## config.mk

```make
export PLATFORM = sky130hd
export DESIGN_NAME = game_controller
export DESIGN_NICKNAME = d
export VERILOG_FILES = /design/src/rtl/game_controller.sv
export SDC_FILE = /design/constraint.sdc
export NUM_CORES = 1
export LEC_CHECK = 0
export ABC_AREA = 0
export CAP_MARGIN = 15
export CORE_MARGIN = 2
export CORE_UTILIZATION = 25
export DETAILED_ROUTE_END_ITERATION = 16
export PLACE_DENSITY = 0.53
export SETUP_SLACK_MARGIN = 0.15
export SLEW_MARGIN = 40
export SYNTH_ARGS = -nofsm -noshare
export SYNTH_HDL_FRONTEND = slang
export SYNTH_SLANG_ARGS = --single-unit
```

## constraint.sdc

```tcl
create_clock -name clk -period 2.5 [get_ports clk]
set_clock_uncertainty 0.1 [all_clocks]
set_input_delay 0.25 -clock clk [delete_from_list [all_inputs] [get_ports clk]]
set_output_delay 0.25 -clock clk [all_outputs]
set_load 0.05 [all_outputs]
```

## src/rtl/game_controller.sv

```systemverilog
// game_controller
//   Sequencing controller for a 4x4 Connect-4 board register block. Tracks a
//   cursor column from debounced buttons, turns a drop into the index of the
//   lowest empty cell in that column, and decides win / draw / turn change
//   from the board readback after every committed move.
//
// Parameters
//   WRAP_CURSOR : 1 = cursor wraps 3<->0, 0 = cursor saturates at 0 and 3
//   NO_MOVE     : idle value of column_position
//
// Ports
//   clk             system clock, rising edge
//   rst_n           asynchronous active-low reset
//   btn_left        one-cycle pulse: cursor left
//   btn_right       one-cycle pulse: cursor right
//   btn_drop        one-cycle pulse: drop a piece in the cursor column
//   new_game        one-cycle pulse: restart from any state
//   gameboard       occupancy readback, index = row*4 + col, row 0 = bottom
//   players_cells   ownership readback (0 = P1, 1 = P2) where occupied
//   state           00 GAME_INIT, 01 P1_TURN, 10 P2_TURN, 11 END_GAME
//   column_position cell index to write, NO_MOVE when idle
//   cursor          current cursor column
//   winner          00 none, 01 P1, 10 P2, 11 draw (valid in END_GAME)
//   illegal_move    one-cycle pulse: drop into a full column
//   move_count      committed moves, 0-16
module game_controller #(
  parameter bit         WRAP_CURSOR = 1'b1,
  parameter logic [4:0] NO_MOVE     = 5'b11111
) (
  input  logic        clk,
  input  logic        rst_n,
  input  logic        btn_left,
  input  logic        btn_right,
  input  logic        btn_drop,
  input  logic        new_game,
  input  logic [15:0] gameboard,
  input  logic [15:0] players_cells,
  output logic [1:0]  state,
  output logic [4:0]  column_position,
  output logic [1:0]  cursor,
  output logic [1:0]  winner,
  output logic        illegal_move,
  output logic [4:0]  move_count
);

  typedef enum logic [2:0] {
    PH_INIT,
    PH_WAIT,
    PH_COMMIT,
    PH_CHECK,
    PH_DONE
  } phase_t;

  typedef enum logic [1:0] {
    GAME_INIT = 2'b00,
    P1_TURN   = 2'b01,
    P2_TURN   = 2'b10,
    END_GAME  = 2'b11
  } game_state_t;

  // Cell masks of the ten winning lines: 4 rows, 4 columns, 2 diagonals.
  localparam logic [15:0] WIN_LINES [10] = '{
    16'h000F, 16'h00F0, 16'h0F00, 16'hF000,
    16'h1111, 16'h2222, 16'h4444, 16'h8888,
    16'h8421, 16'h1248
  };

  phase_t      phase;
  game_state_t state_q;
  logic        cur;          // 0 = P1, 1 = P2

  logic [1:0]  drop_row;
  logic        col_full;
  logic        line_win;
  logic [1:0]  cursor_next;
  logic [4:0]  move_count_inc;

  assign state = state_q;

  // Lowest empty row in the cursor column; scanned top-down so the last
  // hit is the lowest one.
  always_comb begin
    drop_row = '0;
    col_full = 1'b1;
    for (int unsigned i = 0; i < 4; i++) begin
      logic [1:0] rr;
      rr = 2'(3 - i);
      if (!gameboard[{rr, cursor}]) begin
        drop_row = rr;
        col_full = 1'b0;
      end
    end
  end

  // A line wins when every cell is occupied and owned by the current player.
  always_comb begin
    line_win = 1'b0;
    for (int unsigned i = 0; i < 10; i++) begin
      if (((gameboard & WIN_LINES[i]) == WIN_LINES[i]) &&
          (((players_cells ^ {16{cur}}) & WIN_LINES[i]) == '0)) begin
        line_win = 1'b1;
      end
    end
  end

  // Simultaneous left and right cancel out.
  always_comb begin
    cursor_next = cursor;
    if (btn_right && !btn_left) begin
      if (cursor != 2'd3 || WRAP_CURSOR) cursor_next = cursor + 2'd1;
    end else if (btn_left && !btn_right) begin
      if (cursor != 2'd0 || WRAP_CURSOR) cursor_next = cursor - 2'd1;
    end
  end

  assign move_count_inc = (move_count == 5'd16) ? move_count : move_count + 5'd1;

  always_ff @(posedge clk or negedge rst_n) begin
    if (!rst_n) begin
      phase           <= PH_INIT;
      state_q         <= GAME_INIT;
      column_position <= NO_MOVE;
      cursor          <= '0;
      winner          <= '0;
      illegal_move    <= 1'b0;
      move_count      <= '0;
      cur             <= 1'b0;
    end else begin
      illegal_move <= 1'b0;
      if (new_game) begin
        // A write pending in COMMIT still lands this edge; the GAME_INIT
        // cycle that follows makes the board block clear it.
        phase           <= PH_INIT;
        state_q         <= GAME_INIT;
        column_position <= NO_MOVE;
      end else begin
        case (phase)
          PH_INIT: begin
            phase           <= PH_WAIT;
            state_q         <= P1_TURN;
            cur             <= 1'b0;
            cursor          <= '0;
            move_count      <= '0;
            winner          <= '0;
            column_position <= NO_MOVE;
          end
          PH_WAIT: begin
            if (btn_drop) begin
              if (col_full) begin
                illegal_move <= 1'b1;
              end else begin
                column_position <= {1'b0, drop_row, cursor};
                phase           <= PH_COMMIT;
              end
            end else begin
              cursor <= cursor_next;
            end
          end
          PH_COMMIT: begin
            column_position <= NO_MOVE;
            move_count      <= move_count_inc;
            phase           <= PH_CHECK;
          end
          PH_CHECK: begin
            if (line_win) begin
              winner  <= cur ? 2'b10 : 2'b01;
              state_q <= END_GAME;
              phase   <= PH_DONE;
            end else if (move_count == 5'd16) begin
              winner  <= 2'b11;
              state_q <= END_GAME;
              phase   <= PH_DONE;
            end else begin
              cur     <= ~cur;
              state_q <= cur ? P1_TURN : P2_TURN;
              phase   <= PH_WAIT;
            end
          end
          PH_DONE: begin
          end
          default: begin
            phase   <= PH_INIT;
            state_q <= GAME_INIT;
          end
        endcase
      end
    end
  end

endmodule

```

; Word-level counts from Yosys, hierarchy flattened
; Cells that the tools add are included.
[word_totals]
output_inout_bits = 17
wordCells = 138
input_bits = 38
reg_bits = 21
[classes]
order_cmp = 4
n_reduce_logical = 37
addsub = 3
bitwise = 3
n_eq_ne = 25
muxes = 58
[op_table]
columns = op, count
row1 = 16-bit logical NOT, 10
row2 = 4-bit == test (second input constant), 10
row3 = 2-bit two-way mux, 14
row4 = 1-bit two-way mux, 24
row5 = 5-bit two-way mux, 4
row6 = 5-bit case mux with 2 select lines, 2
row7 = 16-bit bitwise XOR, 1
row8 = 3-bit two-way mux, 5
row9 = 3-bit case mux with 5 select lines, 1
row10 = 1-bit logical AND, 12
row11 = 3-bit inequality test (second input constant), 4
row12 = 3-bit AND reduction, 4
row13 = 4-bit by 5-bit < comparator with 1-bit output (second input constant), 2
row14 = 2-bit inequality test (second input constant), 5
row15 = 1-bit binary-select mux with 2-bit select, 4
row16 = 2-bit case mux with 2 select lines, 2
row17 = 4-bit AND reduction, 2
row18 = 3-bit by 2-bit == test with 1-bit output (second input constant), 2
row19 = 2-bit case mux with 3 select lines, 1
row20 = 2-bit nonzero test, 3
row21 = 5-bit by 1-bit adder with 5-bit output (second input constant), 1
row22 = 5-bit == test (second input constant), 1
row23 = 2-bit by 5-bit < comparator with 1-bit output (second input constant), 1
row24 = 3-bit by 5-bit < comparator with 1-bit output (second input constant), 1
row25 = other kinds (12), 14

; Longest topological paths before layout
; Gate-level depths: netlist (run 1).
[depth]
word_depth = 16
ltp_mapped = 10
mapped_depth_nobuf = 8

; Worst setup path after synthesis (run 1)
; Ideal clock, no wire load.
[synth_path]
path_type = register -> register
from = register move_count[0]
to = register cur
t_required_ps = 2324
setup_slack_ps = 92
path_buffers = 1
period_less_slack_ps = 2408
setup_time_ps = 76
arrival_time_ps = 2232
stages_incl_launch_ff = 9
path_cell_list = dfrtp_1 > inv_1 > ha_1 > nand2_1 > nor3_1 > or4b_1 > buf_2 > or4_1 > o21ai_1
[synth_via]
elab_chain_len = 3
[synth_lines]
columns = item, line
row1 = "start, declared", 43  ; output logic [4:0] move_count
row2 = "start signal, assigned", 161  ; move_count <= move_count_inc;
row3 = 5-bit == test, 169  ; end else if (move_count == 5'd16) begin
row4 = 2-bit inequality test (no source line), --
row5 = 4-bit AND reduction (no source line), --
row6 = "end signal, assigned", 174  ; cur <= ~cur;
row7 = "end, declared", 70  ; logic cur;
; Every way passes these cells.
; A chain may end at the register's enable or synchronous reset.

; Worst setup path after layout (run 1)
[layout_path]
from = register cur
to = register cur
[layout_via]
elab_chain_len = 15
word_cells_on_any_way = 37
classes_between = eq/ne: 1 / mux: 13 / bitwise: 2 / reduce/logical: 21
[layout_lines]
columns = item, line
row1 = 16-bit bitwise XOR, 100  ; (((players_cells ^ {16{cur}}) & WIN_LINES[i]) == '0)) begin
row2 = 16-bit logical NOT, 100
row3 = 1-bit logical AND, 99  ; if (((gameboard & WIN_LINES[i]) == WIN_LINES[i]) &&
row4 = 1-bit two-way mux (10 in series), 99
row5 = 2-bit inequality test (no source line), --
row6 = 4-bit AND reduction (no source line), --
; Several ways; a longest one is shown, not always the timed one. The select of a mux whose other input is x is not followed.

==> results of run 1 <==
==> cells by family (layout without fill, tap and decap cells) <==
| group | Yosys count | after routing |
|---|---|---|
| adders and majority gates | 2 | 2 |
| buffers and inverters | 15 | 91 |
| AOI/OAI and AO/OA | 42 | 42 |
| xor gates and xnor gates | 7 | 7 |
| muxes | 4 | 4 |
| and+or+nand+nor | 86 | 86 |
| DFF | 21 | 21 |
==> state kept, by name (all words and copies together) (netlist names) <==
name and cells:
winner 2, move_count 5, cur 1, illegal_move 1
phase 3, cursor 2, state 2, column_position 5
==> critical path, delay by kind of cell, from the launching register on <==
family	cells	cell delay, ps
DFF	1	480
and+or+nand+nor	3	1190
AOI/OAI and AO/OA	3	550
==> repair_timing <==
action | CTS | global route
setup endpoints to repair | 5 | 5
resized for setup | 3 | 15
pin swaps | 0 | 4
buffers inserted | 2 | 2
==> through the flow <==
| stage | hold slack (ps) | std cells | instance area [µm²] | setup slack [ps] | setup TNS (ps) |
|---|---|---|---|---|---|
| after floorplan | -146 | 177 | 1540 | 142 | 0 |
| after global placement | 383 | 320 | 2300 | -131 | -436 |
| after detailed placement | 382 | 320 | 2300 | -97.7 | -315 |
| after CTS | 235 | 326 | 2370 | 145 | 0 |
| after global routing | 273 | 328 | 2440 | 5.37 | 0 |
| final | 229 | 328 | 2440 | 97.6 | 0 |
==> synth_stat cells, types with 2 or more instances <==
library cell,number
a21o_1,2
a21oi_1,11
a41oi_1,2
and2_1,4
buf_2,2
buf_6,2
clkbuf_1,5
dfrtp_1,16
dfstp_2,5
ha_1,2
inv_1,4
inv_2,2
mux4_2,4
nand2_1,12
nand3_1,10
nand3b_1,3
nand4_1,15
nor2_1,17
nor2b_1,2
nor3_1,3
nor4_1,2
o211ai_2,2
o21ai_0,2
o21ai_1,11
o22a_1,3
o32a_1,2
or2_1,2
or4_1,9
xnor2_1,5
xor2_1,2
==> metal layers <==
metal / up-vias / routed length [µm]
li1: 832 / -
met1: 810 / 2310
met2: 72 / 2240
met3: 6 / 416
met4: 0 / 74
met5: - / 0
==> power groups by stage <==
stage          clock, mW  combinational (mW)  sequential [mW]
2_1_floorplan          0               0.192            0.472
3_3_place_gp           0               0.426            0.431
3_5_place_dp           0               0.427            0.430
4_1_cts            0.234               0.440            0.422
5_1_grt            0.251               0.487            0.429
6_report           0.226               0.450            0.420
==> final timing paths <==
kind                       slack [ps]                 end               start
setup / recovery                  100                 cur                 cur
hold / removal                    230        illegal_move               rst_n
setup reg to reg                  100                 cur                 cur
hold reg to reg                   400  column_position[4]  column_position[4]
max in group asynchronous        1790  column_position[2]               rst_n
min in group clk                  400  column_position[4]  column_position[4]
==> cell type report <==
cell class                      count  share of cell area (%)
Clock inverter                      1                   0.205
Multi-Input combinational cell    141                    40.4
Sequential cell                    21                    22.0
Inverter                            6                   0.924
Tap cell                           75                    3.85
Clock buffer                        3                    1.69
Timing Repair Buffer               81                    31.0
==> out/metrics.cfg, run 1 <==
[global_route]
gr-max-usage-layer = met2
use_met1_pct = 19.9
overflow = 0
grt_use_total_pct = 14.4
grt_pass1_vias = 1647
antenna_found_initial = 0
grt_pass1_wl_mm = 7.70
grt_use_met2_pct = 23.5
grt_max_degree = 22
met3_usage_pct = 2.17

[timing]
final.period_utilization_pct = 96.1
hold_viol = 0
worstMarginPinSlew_ps = 505
relSlewSlack_pct = 66.2
period_minus_slack_ps = 2400
drv_slew = 0
rsz0062_at_grt = yes
max_freq_mhz = 416
setup_viol = 0

[synthesis]
synth_cell_types = 44
synth-xor-area-share_pct = 3.98
netlist_instances = 177
ys_ff_latch = 21
synth_simple_gate_area_share_pct = 31.2
synthMuxAreaShare_pct = 5.84
synth-compound-area-share_pct = 18.1
synth_fa_ha_area_share_pct = 1.62
synth_top_area_share_pct = 26.0
netlist_top_cells_area = dfrtp_1, dfstp_2, nand4_1
synth_edf_count = 0
async_reset_ff_share_pct = 100
synth_seq_area_share_pct = 34.5
netlist_area_um2 = 1540
synth_top_family_by_area = simple AND/OR/NAND/NOR gates
synth_top_area_cell = dfrtp_1
synthFlopType = dfrtp_1
yosys_warnings = 0
synth_nets = 217
postSynthAreaPerCell_um2 = 8.71

[detailed_routing]
drt-pass1-iter-count = 4
drtIter0Drc = 42
num_vias = 1720
drcViolationCount = 0
viasPerCell = 5.24
postRouteAntennaNets = 0
wl_mm = 5.04
wire_per_inst_um = 15.4

[power_and_ir_drop]
switching_power_mw = 0.394
power.share.switching_pct = 36.0
p_total_mw = 1.10
powerDensity_nw_per_um2 = 450
power_frac_clock_pct = 20.6
cellInternalPower_mw = 0.702
leakage_nw = 0.916
pwr-share-seq_pct = 38.3
combPwrFrac_pct = 41.1
ir_worst_vdd_v = 0.000207

[cts]
h-tree-depth = 1
root_buffer = clkbuf_8
cts_buffer_depth = 2
path_clk_slew_ps = 80
numCtsBuffers = 3
cts.sinks = 21
tritoncts = built
hold_buffers = 0
clk-insertion-delay-late_ps = 260

[worst_setup_path]
required_ps = 2580
cp_max_fo = 8
setup.worst_path.end_class = flip-flop
slowest_delay_ps = 540
crit_chain = and2_1 > a41oi_1 > o2111ai_2 > or4b_4 > or4_1 > o21ai_1
cp-start-kind = flip-flop
cp.arrival_ps = 2480
slowest_stage = or4b_4
worst_r2r_path_depth = 6
path_class = reg2reg

[floorplanning]
die_y_um = 82.5
fp.dieW_um = 82.5
io_pins = 55
num_rows = 28
coreArea_um2 = 5960
die_area_um2 = 6810
start_util_pct = 25.9

[cells_and_area]
drive_gt1_share_pct = 23.3
multi_input_area_um2 = 983
final_cell_mix = clkdlybuf4s50_1, buf_4, nor2_1
fin_util_pct = 40.9
antenna_cells = 0
syn2layout_area_growth_pct = 58.0
fin_nets = 294
final_common_cell = clkdlybuf4s50_1
ff_latch_area_um2 = 536
fill_cells = 620

[status]
status = complete, no violations

[min_path]
min_path_type = in2async

[placed_design]
dpl.hpwl_mm = 3.88
gp_congestion = 0.854
portBuffers = 54

[flow_run]
drv_cap = 0

(Power assumes the default switching activity.)
==> inputs of run 2 (changes only) <==
--- a/config.mk
+++ b/config.mk
@@ -11,7 +11,7 @@
 export CORE_UTILIZATION = 25
 export DETAILED_ROUTE_END_ITERATION = 16
 export PLACE_DENSITY = 0.53
-export SETUP_SLACK_MARGIN = 0.15
+export RECOVER_POWER = 50
 export SLEW_MARGIN = 40
 export SYNTH_ARGS = -nofsm -noshare
 export SYNTH_HDL_FRONTEND = slang
==> out/metrics.cfg, run 2 (same netlist as run 1, synthesis figures left out) <==
[global_route]
overflow = 0
grt_pass1_wl_mm = 7.71
grt_max_degree = 22
antenna_found_initial = 0
grt_pass1_vias = 1636
grt_use_total_pct = 14.6

[cells_and_area]
fin_nets = 293
fill_cells = 628
final_common_cell = clkdlybuf4s50_1
reg_top3 = column_position x5, move_count x5, phase x3
syn2layout_area_growth_pct = 53.4
final_cell_mix = clkdlybuf4s50_1, buf_4, nor2_1
drive_gt1_share_pct = 17.9
antenna_cells = 0
fin_cells = 327

[floorplanning]
io_pins = 55
start_util_pct = 25.9
die_y_um = 82.5
fp.dieW_um = 82.5
num_rows = 28
coreArea_um2 = 5960
die_area_um2 = 6810

[worst_setup_path]
cp_max_fo = 8
worst_r2r_path_depth = 8
crit_chain = buf_2 > buf_4 > xnor2_1 > o211ai_2 > o2111ai_1 > or4b_4 > or4_1 > o21ai_1
required_ps = 2580
critPathBufInv = 2
cp-start-kind = flip-flop
path_delay_family = simple AND/OR/NAND/NOR gates
slowest_delay_ps = 540
reg2reg_slack_ps = 110
reg2reg_from = cur
slowest_stage = or4b_4
path_class = reg2reg
cp.arrival_ps = 2470
rr_endpoint = cur
setup.worst_path.end_class = flip-flop

[cts]
numCtsBuffers = 3
clk-insertion-delay-late_ps = 260
cts.sinks = 21
tritoncts = built
h-tree-depth = 1
cts_buffer_depth = 2
root_buffer = clkbuf_8
hold_buffers = 0
path_clk_slew_ps = 80

[placed_design]
dpl.hpwl_mm = 3.86
portBuffers = 54
place_ws_ps = -124
gp_congestion = 0.861
dp_cells = 322

[timing]
max_freq_mhz = 419
final.period_utilization_pct = 95.4
hold_viol = 0
relSlewSlack_pct = 23.5
worstMarginPinSlew_ps = 1150
drv_slew = 0
whs_ps = 396
period_minus_slack_ps = 2390
setup_viol = 0
setup_ws_ps = 115

[power_and_ir_drop]
p_total_mw = 1.07
power.share.switching_pct = 35.6
ir_worst_vdd_v = 0.000292
pwr-share-seq_pct = 38.1
cellInternalPower_mw = 0.692
combPwrFrac_pct = 41.3
power_frac_clock_pct = 20.6
leakage_nw = 0.906
switching_power_mw = 0.382
powerDensity_nw_per_um2 = 454

[detailed_routing]
viasPerCell = 5.11
wl_mm = 4.88
drt-pass1-iter-count = 4
drcViolationCount = 0
postRouteAntennaNets = 0
wire_per_inst_um = 14.9
num_vias = 1670
drtIter0Drc = 40

[flow_run]
drv_cap = 0

[min_path]
min_to = column_position[4]
min_path_type = reg2reg
min_from = column_position[4]
min_path_cells = 2

[status]
status = complete, no violations

run 2: cell count changes in the layout (fill, tap and decap cells not counted), moves of 3 or more:
| cell | change |
|---|---|
| dlygate4sd3_1 | +4 |
| a21oi_2 | -4 |
| clkdlybuf4s50_1 | -4 |
| buf_6 | -3 |
| a21oi_1 | +4 |
run 2: metrics by stage:
stage          instance area (µm²)  TNS (ps)  utilization [%]
4_1_cts                       2360         0             39.6
3_5_place_dp                  2310      -426             38.8
5_1_grt                       2360     -18.8             39.7
6_report                      2360         0             39.7
3_3_place_gp                  2310      -290             38.8
2_1_floorplan                 1540         0                -
run 2: per-layer routing:
layer / share of wire (%) / up-vias / GRT usage, %
met5: 0 / - / 0
met4: 1.6 / 0 / 4.92
met3: 7.2 / 6 / 2.39
met2: 45 / 50 / 24.1
met1: 46 / 785 / 19.3
li1: - / 829 / -
run 2: timing repair:
| item | 4_1_cts | 5_1_grt |
|---|---|---|
| endpoints found under the setup margin | 0 | 4 |
| resized for setup | 0 | 2 |
| hold endpoints to repair | 0 | 0 |
| setup buffers | 0 | 1 |
run 2: cell type report:
class                   count  area [µm²]  share of cell area (%)
inverters                   6        22.5                   0.952
clock inverters             1        5.00                   0.212
multi-input cells         141         940                    39.7
repair buffers             80         729                    30.8
well taps                  75        93.8                    3.97
flip-flops and latches     21         533                    22.5
clock buffers               3        41.3                    1.75
run 2: how the worst max path moves through the flow:
stage	startpoint	endpoint	slack, ps	depth (start not counted)
3_5_place_dp	players_cells[0]	cur	-120	8
2_1_floorplan	move_count[0]	cur	90	8
3_3_place_gp	players_cells[0]	cur	-90	8
4_1_cts	cur	cur	70	8
5_1_grt	cur	cur	-20	8
6_report	cur	cur	110	8
run 2: worst min-delay path, stage by stage (launching register included):
cell	delay (ps)
dfstp_2	380
o21ai_1	60
nand2_1	60
run 2: power by group through the flow:
stage | sequential [mW] | combinational (mW) | clock [mW]
after floorplan | 0.471 | 0.192 | 0
after global placement | 0.419 | 0.444 | 0
after detailed placement | 0.419 | 0.443 | 0
after CTS | 0.412 | 0.445 | 0.234
after global routing | 0.417 | 0.482 | 0.250
final | 0.410 | 0.443 | 0.222
